## config.mk

```make
export PLATFORM = sky130hd
export DESIGN_NAME = lvds_8b10b_frame_send
export DESIGN_NICKNAME = d
export VERILOG_FILES = /design/src/rtl/lvds_8b10b_frame_send.sv
export SDC_FILE = /design/constraint.sdc
export NUM_CORES = 1
export LEC_CHECK = 0
export CAP_MARGIN = 10
export CORE_MARGIN = 5
export CORE_UTILIZATION = 50
export DETAILED_ROUTE_END_ITERATION = 10
export GPL_ROUTABILITY_DRIVEN = 0
export PLACE_DENSITY = 0.72
export SYNTH_ARGS = -nofsm -noshare
export SYNTH_HDL_FRONTEND = slang
export SYNTH_SLANG_ARGS = --single-unit
```

## constraint.sdc

```tcl
create_clock -name clk -period 7.6 [get_ports clk]
set_input_delay 1.52 -clock clk [delete_from_list [all_inputs] [get_ports clk]]
set_output_delay 1.52 -clock clk [all_outputs]
set_load 0.05 [all_outputs]
```

## src/rtl/lvds_8b10b_frame_send.sv

```systemverilog
// Framed 8b10b serializer: per-frame comma header, NUM_BYTES data symbols, idle fill,
// one serial bit per clock, LSB of each 10-bit code first.
module lvds_8b10b_frame_send #(
  parameter int          NUM_BYTES        = 2,
  parameter logic [8:0]  COMMA_CODE       = 9'h13C,
  parameter logic [8:0]  IDLE_CODE        = 9'h1BC,
  parameter int          FRAME_COUNT_BITS = 16
) (
  input  logic                        clk,
  input  logic                        reset,
  input  logic [8*NUM_BYTES-1:0]      data_i,
  input  logic [NUM_BYTES-1:0]        k_i,
  input  logic                        valid_i,
  output logic                        ready_o,
  input  logic                        enable_i,
  output logic                        serial_o,
  output logic                        idle_o,
  output logic [FRAME_COUNT_BITS-1:0] frame_count_o
);

  localparam int SW = (NUM_BYTES < 2) ? 1 : $clog2(NUM_BYTES + 1);

  // Returns {dispout, code}; code[0] is 'a' (first on the line), code[9] is 'j'.
  function automatic logic [10:0] encode8b10b(input logic [8:0] din, input logic disp_in);
    logic [4:0] x;
    logic [2:0] y;
    logic       k28, n6, n4, rd_mid, comp4;
    logic [5:0] s6;
    logic [3:0] s4;
    logic [9:0] code;
    x   = din[4:0];
    y   = din[7:5];
    k28 = din[8] && (x == 5'd28);
    s6  = 6'b100111;
    case (x)
      5'd0:  s6 = 6'b100111;  5'd1:  s6 = 6'b011101;  5'd2:  s6 = 6'b101101;
      5'd3:  s6 = 6'b110001;  5'd4:  s6 = 6'b110101;  5'd5:  s6 = 6'b101001;
      5'd6:  s6 = 6'b011001;  5'd7:  s6 = 6'b111000;  5'd8:  s6 = 6'b111001;
      5'd9:  s6 = 6'b100101;  5'd10: s6 = 6'b010101;  5'd11: s6 = 6'b110100;
      5'd12: s6 = 6'b001101;  5'd13: s6 = 6'b101100;  5'd14: s6 = 6'b011100;
      5'd15: s6 = 6'b010111;  5'd16: s6 = 6'b011011;  5'd17: s6 = 6'b100011;
      5'd18: s6 = 6'b010011;  5'd19: s6 = 6'b110010;  5'd20: s6 = 6'b001011;
      5'd21: s6 = 6'b101010;  5'd22: s6 = 6'b011010;  5'd23: s6 = 6'b111010;
      5'd24: s6 = 6'b110011;  5'd25: s6 = 6'b100110;  5'd26: s6 = 6'b010110;
      5'd27: s6 = 6'b110110;  5'd28: s6 = 6'b001110;  5'd29: s6 = 6'b101110;
      5'd30: s6 = 6'b011110;  5'd31: s6 = 6'b101011;
      default: s6 = 6'b100111;
    endcase
    if (k28) s6 = 6'b001111;
    n6 = ($countones(s6) == 3);
    // D.07 is balanced but still has an RD+ alternate form
    if (disp_in && (!n6 || s6 == 6'b111000)) s6 = ~s6;
    rd_mid = n6 ? disp_in : ~disp_in;
    case (y)
      3'd0: s4 = 4'b1011;  3'd1: s4 = 4'b1001;  3'd2: s4 = 4'b0101;  3'd3: s4 = 4'b1100;
      3'd4: s4 = 4'b1101;  3'd5: s4 = 4'b1010;  3'd6: s4 = 4'b0110;
      default: s4 = (din[8] || (!rd_mid && (x == 5'd17 || x == 5'd18 || x == 5'd20)) ||
                     (rd_mid && (x == 5'd11 || x == 5'd13 || x == 5'd14))) ? 4'b0111 : 4'b1110;
    endcase
    n4 = ($countones(s4) == 2);
    // K28 balanced 4b codes alternate against the mid-symbol disparity
    if (k28 && n4 && s4 != 4'b1100) comp4 = !rd_mid;
    else                            comp4 = rd_mid && (!n4 || s4 == 4'b1100);
    if (comp4) s4 = ~s4;
    for (int i = 0; i < 6; i++) code[i]   = s6[5-i];
    for (int i = 0; i < 4; i++) code[6+i] = s4[3-i];
    return {(n4 ? rd_mid : ~rd_mid), code};
  endfunction

  logic [3:0]                  bit_q, bit_d;
  logic [SW-1:0]               slot_q, slot_d;
  logic                        acc_q, acc_d;
  logic                        ready_q, ready_d;
  logic [8*NUM_BYTES-1:0]      data_q, data_d;
  logic [NUM_BYTES-1:0]        k_q, k_d;
  logic [8:0]                  code_q, code_d;
  logic                        code_idle_q, code_idle_d;
  logic [8:0]                  enc_in_q, enc_in_d;
  logic                        enc_rd_q, enc_rd_d;
  logic                        idle_q, idle_d;
  logic                        rd_q, rd_d;
  logic [9:0]                  shreg_q, shreg_d;
  logic                        serial_q, serial_d;
  logic [FRAME_COUNT_BITS-1:0] cnt_q, cnt_d;
  logic [10:0]                 enc_out;
  logic [8:0]                  data_code;

  assign enc_out = encode8b10b(enc_in_q, enc_rd_q);

  always_comb begin
    data_code = IDLE_CODE;
    for (int n = 0; n < NUM_BYTES; n++)
      if (slot_q == SW'(n + 1)) data_code = {k_q[n], data_q[8*n +: 8]};
  end

  always_comb begin
    bit_d       = (bit_q == 4'd9) ? 4'd0 : bit_q + 4'd1;
    slot_d      = slot_q;
    acc_d       = acc_q;
    ready_d     = enable_i && (slot_q == '0) && (bit_q == 4'd2);
    data_d      = data_q;
    k_d         = k_q;
    code_d      = code_q;
    code_idle_d = code_idle_q;
    enc_in_d    = enc_in_q;
    enc_rd_d    = enc_rd_q;
    idle_d      = idle_q;
    rd_d        = rd_q;
    shreg_d     = shreg_q >> 1;
    serial_d    = shreg_q[0];
    cnt_d       = cnt_q;

    // ready_q is only ever high at bit 3 of a slot-0 period
    if (ready_q && valid_i) begin
      data_d = data_i;
      k_d    = k_i;
      acc_d  = 1'b1;
      cnt_d  = cnt_q + 1'b1;
    end

    // Selection and encoder input are pipelined one period apart so the
    // data registers can be reloaded by a back-to-back frame safely.
    if (bit_q == 4'd4) begin
      enc_in_d = code_q;
      enc_rd_d = rd_q;
      idle_d   = code_idle_q;
      if (slot_q == '0) begin
        code_d      = acc_q ? COMMA_CODE : IDLE_CODE;
        code_idle_d = !acc_q;
      end else begin
        code_d      = data_code;
        code_idle_d = 1'b0;
      end
    end

    if (bit_q == 4'd9) begin
      shreg_d = enc_out[9:0];
      rd_d    = enc_out[10];
      acc_d   = 1'b0;
      if (slot_q == '0)                   slot_d = acc_q ? SW'(1) : '0;
      else if (slot_q == SW'(NUM_BYTES))  slot_d = '0;
      else                                slot_d = slot_q + 1'b1;
    end
  end

  always_ff @(posedge clk or posedge reset) begin
    if (reset) begin
      bit_q       <= '0;
      slot_q      <= '0;
      acc_q       <= 1'b0;
      ready_q     <= 1'b0;
      data_q      <= '0;
      k_q         <= '0;
      code_q      <= IDLE_CODE;
      code_idle_q <= 1'b1;
      enc_in_q    <= IDLE_CODE;
      enc_rd_q    <= 1'b0;
      idle_q      <= 1'b1;
      rd_q        <= 1'b0;
      shreg_q     <= 10'b1010101010;
      serial_q    <= 1'b0;
      cnt_q       <= '0;
    end else begin
      bit_q       <= bit_d;
      slot_q      <= slot_d;
      acc_q       <= acc_d;
      ready_q     <= ready_d;
      data_q      <= data_d;
      k_q         <= k_d;
      code_q      <= code_d;
      code_idle_q <= code_idle_d;
      enc_in_q    <= enc_in_d;
      enc_rd_q    <= enc_rd_d;
      idle_q      <= idle_d;
      rd_q        <= rd_d;
      shreg_q     <= shreg_d;
      serial_q    <= serial_d;
      cnt_q       <= cnt_d;
    end
  end

  assign ready_o       = ready_q;
  assign serial_o      = serial_q;
  assign idle_o        = idle_q;
  assign frame_count_o = cnt_q;

endmodule
```

Word-level counts from Yosys, hierarchy flattened

Memory sizes are Yosys's and may differ from the RTL's.
Cells that the tools add are included.

Word-level logic and storage cells: 99
RAM bits: 0
Register bits after elaboration: 75
Input bits: 22
Memories: 1
Bits in read-only memories: 192
Latch bits: 0

Multiplexer cells: 20
Magnitude comparators: 0
Eq/ne operators: 23
Add/subtract/negate cells: 11
Reductions and logical operators: 25
$mul: 0
Divide/modulo/power cells: 0
Bitwise logic cells: 4
Shift operators: 0

Memories:

| name            | depth | bits a word | rd ports | clocked after Yosys merged registers in | write ports | RTL line | source |
|---|---|---|---|---|---|---|---|
| (no name shown) | 32    | 6           | 1        | 0                                       | 0           | 35       | `case (x)` |

Operators with widths:

| kind                  | count |
|---|---|
| $pmux 4 s7            | 1 |
| $mux 9                | 3 |
| $eq 5x5->1 const B    | 4 |
| $add 16x1->16 const B | 1 |
| $eq 5x4->1 const B    | 3 |
| $mux 4                | 3 |
| $mux 6                | 2 |
| $add 1x1->2           | 5 |
| $logic_and 1x1->1     | 10 |
| $mux 10               | 1 |
| $eq 3x2->1 const B    | 3 |
| $eq 3x3->1 const B    | 3 |
| $eq 4x2->1 const B    | 2 |
| $eq 4x4->1 const B    | 2 |
| $logic_or 1x1->1      | 8 |
| $mux 8                | 1 |
| $mux 1                | 7 |
| $add 2x2->3           | 2 |
| $eq 6x6->1 const B    | 1 |
| $not 6->6             | 1 |
| $add 3x2->4           | 1 |
| $add 4x1->4 const B   | 1 |
| $eq 4x3->1 const B    | 1 |
| $logic_not 1->1       | 4 |
| other kinds (11)      | 13 |

Logic depth before layout (Yosys ltp)

Word-level depth: 23
Gate-level depth with buffers: 25
Gate-level depth less buffers: 24

Least setup slack after synthesis

OpenSTA, ideal clock, no wires.

Kind: reg-to-reg
Start: register enc_in_q[0]
End: register shreg_q[6]
Stages on the path, launching flop included: 24
Data required time: 7.531 ns
Library setup time: 0.069 ns
Buffers on the path: 0
Path slack: 1.480 ns
Arrival: 6.051 ns
Clock period less this slack: 6.120 ns
Path through: dfrtp_1 > inv_1 > ha_1 > mux2_1 > a22o_1 > a21oi_1 > fa_1 > fa_1 > inv_1 > ha_1 > inv_1 > fa_1 > nand3b_1 > xor2_1 > mux2i_1 > a21boi_2 > inv_1 > fa_1 > ha_1 > ha_1 > nand2_1 > a2111o_1 > a211o_1 > nand3_1

Word-level cells in the longest chain between the ends: 23
Elaborated cells between the ends (all ways): 43
Classes of those cells: 8 x add/sub; 11 x eq/ne; 7 x mux; 1 x bitwise; 15 x reduce/logical; 1 x memory

RTL lines:

| item                                                  | RTL line | source |
|---|---|---|
| from (decl)                                           | 78       | `logic [8:0] enc_in_q, enc_in_d;` |
| from (signal assigned)                                | 172      | `enc_in_q <= enc_in_d;` |
| branches (longest 21 deep; another with $mem_v2 32x6) | -        |  |
| $mux 4 (*)                                            | 64       | `if (comp4) s4 = ~s4;` |
| $mux 10 (*)                                           | 136      | `if (bit_q == 4'd9) begin` |
| net shreg_d[6]                                        | 82       | `logic [9:0] shreg_q, shreg_d;` |
| to (signal assigned)                                  | 176      | `shreg_q <= shreg_d;` |
| to (decl)                                             | 82       |  |

Mark *: on every way through the listed nets, which the timed path passes.
A chain may end at the register's enable or synchronous reset.

Worst setup path in the final report

Start: register enc_in_q[0]
End: register shreg_q[7]

Word-level cells in the longest chain between the ends: 23
Elaborated cells between the ends (all ways): 42
Classes of those cells: 8 x add/sub; 11 x eq/ne; 7 x mux; 15 x reduce/logical; 1 x memory

RTL lines:

| item                                                  | RTL line | source |
|---|---|---|
| branches (longest 20 deep; another with $mem_v2 32x6) | -        |  |
| $mux 1 (*)                                            | 62       | `if (k28 && n4 && s4 != 4'b1100) comp4 = !rd_mid;` |
| $mux 4 (*)                                            | 64       |  |
| $mux 10 (*)                                           | 136      |  |
| net shreg_d[7]                                        | 82       |  |

Marked as above.

==> impl_results.rst <==
.. list-table::
   :header-rows: 1

   * - Metric
     - Value
   * - Source-to-sink clock delay at the later pin of the worst-skew pair
     - 0.34 ns
   * - Register-to-register setup slack
     - 0.95 ns
   * - Count of nets left with antenna violations after detail routing
     - 0
   * - Fin. Hold Viols
     - 0
   * - Total vias in the final route
     - 2824
   * - Slowest cell on the critical path
     - sky130_fd_sc_hd__fa_1
   * - First-pass GRT wire length
     - 13480 um
   * - Htree depth
     - 3
   * - Num CTS Buffers
     - 9
   * - Post-layout net count
     - 463
   * - Number of instances in the synthesized netlist
     - 388
   * - Fraction of final layout cells sized beyond drive strength 1
     - 15.89%
   * - Syn. warnings
     - 0
   * - Wire per inst
     - 14.22 um
   * - Height of the die
     - 99.54 um
   * - Critical path peak fanout
     - 8
   * - Worst-Margin Slew
     - 1.012 ns
   * - Crit-path max cell delay
     - 0.55 ns
   * - Syn avg cell area
     - 10.33 um2
   * - Setup TNS
     - 0 ns
   * - Yosys top cell area share
     - 34.96%
   * - Maximum number of pins on one net before global-route repair
     - 76
   * - Status
     - complete, no violations
   * - Ys flop type
     - sky130_fd_sc_hd__dfrtp_1
   * - Post-detailed-route via-to-cell ratio
     - 5.328
   * - Worst-case clock skew
     - 0.009503 ns
   * - Count of hold buffers inserted by post-cts repair
     - 0
   * - Cell area after synthesis
     - 4009 um2
   * - Share of flip-flops with an asynchronous set or reset
     - 100.0%
   * - Critical path, cell by cell
     - inv_1 > ha_1 > mux2_1 > a22o_1 > a21oi_1 > fa_1 > fa_1 > inv_1 > ha_1 > inv_1 > fa_1 > nand3b_1 > xor2_1 > mux2i_1 > a21boi_2 > inv_1 > fa_1 > ha_1 > ha_1 > nor2_1 > nand2_1 > a2111o_1 > a211o_1 > nand3_1
   * - Number of resized instances in the post-cts repair step
     - 0
   * - Synth unique cells
     - 67
   * - Data required time at the worst endpoint
     - 7.88 ns
   * - Number of sinks handled by clock tree synthesis
     - 75
   * - Initial Util
     - 51.61%
   * - Core Rows
     - 32
   * - Critical Path AT
     - 6.93 ns
   * - Number of buffers inserted by post-CTS setup repair
     - 0
   * - Via count of the first global-routing pass
     - 2907
   * - Setup-failing EPs final
     - 0
   * - Max-cap violations
     - 0
   * - Aggregate global-route resource usage
     - 16.65%
   * - Die width
     - 99.54 um
   * - Clock slew at the register clock pins of the worst setup and hold paths
     - 0.08 ns
   * - EDFF count, synth
     - 0
   * - Core outline area
     - 7767 um2
   * - Worst hold path class
     - reg -> reg
   * - Top achievable clock speed
     - 150.4 MHz
   * - Antenna violations before repair
     - 0
   * - Total grt overflow
     - 0
   * - Static Leak
     - 0.002106 uW
   * - Antenna diodes
     - 0
   * - Die Outline Area
     - 9908 um2
   * - Clock tree root buffer cell
     - sky130_fd_sc_hd__clkbuf_8
   * - Quantity of I/O buffers inserted on ports
     - 40
   * - Startpoint kind of the worst setup timing path
     - register
   * - Number of optimization iterations in the first detailed-route pass
     - 4
   * - Fin crit share
     - 87.51%
   * - Register area share after synthesis
     - 47.41%
   * - Cell types occupying the most area after synthesis
     - sky130_fd_sc_hd__dfrtp_1, sky130_fd_sc_hd__dfstp_2, sky130_fd_sc_hd__nand2_1, sky130_fd_sc_hd__mux2_2, sky130_fd_sc_hd__ha_1
   * - Maximum VDD drop
     - 0.1537 mV
   * - Number of register bits inferred by synthesis
     - 75
   * - Area growth, synth to finish
     - 16.35%
   * - Post-detail-place hpwl
     - 5397 um
   * - Total I/O pin count
     - 41
   * - Bufs on Longest Clock Path
     - 2
   * - Power per cell area
     - 242.1 nW/um2
   * - Routed wire length
     - 7537 um
   * - Pins over their slew limit
     - 0
   * - Normalized max-slew margin
     - 32.17%
   * - Iteration-0 DRC Markers
     - 133
   * - Cell accounting for the most synthesized area
     - sky130_fd_sc_hd__dfrtp_1
   * - Clock tree from TritonCTS
     - built
   * - Synthesized netlist net count
     - 428
   * - Overall power of the completed layout
     - 1129 uW
   * - Shortest period the worst path allows
     - 6.651 ns
   * - Sort of element at the end of the critical path
     - register
   * - Post-route DRC violation count
     - 0
   * - Critical path type
     - reg -> reg
   * - Unrepaired setup endpoints after global routing
     - false
## per-stage QoR
stage	cells	utilization (%)	area [um2]	hold WS (ns)	setup slack, ns
6_report	530	60.05	4664	0.3569	0.9489
3_5_place_dp	514	57.25	4447	0.3436	1.005
4_1_cts	530	60.05	4664	0.3609	0.9593
3_3_place_gp	514	57.25	4447	0.3400	1.240
2_1_floorplan	388	-	4009	0.3312	1.480
5_1_grt	530	60.05	4664	0.3746	0.6762
## routing by layer
layer / vias to the layer above / part of all wire, % / global-route usage, %
li1: 1406 / - / -
met1: 1374 / 50 / 22.92
met2: 40 / 46 / 25.88
met3: 4 / 3.1 / 3.647
met4: 0 / 0.65 / 6.092
met5: - / 0 / 0
## sequential cells by signal (all words and copies together), names as in the netlist
register and count:
slot_q 2, data_q 16, k_q 2, ready_o 1, enc_rd_q 1, serial_o 1
rd_q 1, acc_q 1, code_q 9, bit_q 4, shreg_q 10, enc_in_q 9
idle_o 1, code_idle_q 1, frame_count_o 16
## worst max-delay path, delay by kind of cell (launching register included)
| kind | cells | cell delay (ns) |
|---|---|---|
| buffers and inverters | 4 | 0.33 |
| AO/OA/AOI/OAI | 5 | 1.46 |
| XOR/XNOR | 1 | 0.39 |
| AND/OR/NAND/NOR | 4 | 0.49 |
| flip-flops | 1 | 0.47 |
| multiplexers | 2 | 0.67 |
| adder cells (fa/ha/maj) | 8 | 2.77 |
## cells by family after synthesis
family / synth area share (%)
DFF: 47.41
muxes: 6.585
xor gates and xnor gates: 4.806
and+or+nand+nor: 18.38
buffers and inverters: 3.651
adders and majority gates: 6.367
AOI/OAI and AO/OA: 12.80
## layout by cell type (no fill, tap or decap), drive strengths merged, types with 3 or more instances in the layout
cell and n:
xnor2 17, mux2 19, a211o 3, clkdlybuf4s50 40
dfrtp 56, nand2 66, xor2 5, ha 14
o21ai 23, a21boi 3, nor2b 7, dfstp 19
clkbuf 10, a221oi 3, o22ai 6, nand4 7
and3 5, nor3 5, fa 4, nand3 7
inv 14, a21oi 11, nor2 21, mux2i 5
a21o 4, and2 4, nand2b 12
## power by group
group	switching [uW]	leakage (uW)	internal (uW)	total, uW
registers	33.3	0.000932	448	482
logic	172	0.00107	142	314
clock network	147	0.000107	186	334
total	353	0.00211	777	1130
## final timing paths
kind / from / to / cells after the start
min reg2reg: shreg_q[0] / serial_o / 0
max: enc_in_q[0] / shreg_q[7] / 24
max in group asynchronous: reset / rd_q / 3
min in group asynchronous: reset / frame_count_o[11] / 3
min: shreg_q[0] / serial_o / 0
max reg2reg: enc_in_q[0] / shreg_q[7] / 24
## Yosys cell counts, types with 4 or more instances
| cell type | instances |
|---|---|
| sky130_fd_sc_hd__nand2_1 | 65 |
| sky130_fd_sc_hd__dfrtp_1 | 56 |
| sky130_fd_sc_hd__nor2_1 | 20 |
| sky130_fd_sc_hd__dfstp_2 | 19 |
| sky130_fd_sc_hd__mux2_2 | 18 |
| sky130_fd_sc_hd__o21ai_0 | 18 |
| sky130_fd_sc_hd__xnor2_1 | 17 |
| sky130_fd_sc_hd__ha_1 | 14 |
| sky130_fd_sc_hd__inv_1 | 13 |
| sky130_fd_sc_hd__nand2b_1 | 12 |
| sky130_fd_sc_hd__a21oi_1 | 11 |
| sky130_fd_sc_hd__clkbuf_1 | 11 |
| sky130_fd_sc_hd__nand3_1 | 7 |
| sky130_fd_sc_hd__nand4_1 | 6 |
| sky130_fd_sc_hd__o22ai_1 | 6 |
| sky130_fd_sc_hd__and3_1 | 5 |
| sky130_fd_sc_hd__mux2i_1 | 5 |
| sky130_fd_sc_hd__nor2b_1 | 5 |
| sky130_fd_sc_hd__xor2_1 | 5 |
| sky130_fd_sc_hd__a21o_1 | 4 |
| sky130_fd_sc_hd__fa_1 | 4 |
| sky130_fd_sc_hd__o21ai_1 | 4 |
## layout make-up
class,count,area (um2)
fillers,648,3103
multi-input cells,283,1962
flip-flops and latches,75,1901
repair buffers,41,407.9
clock buffers,10,127.6
well taps,102,127.6
clock inverters,6,90.09
inverters,13,48.80
Power figures use the tool's default switching activity.
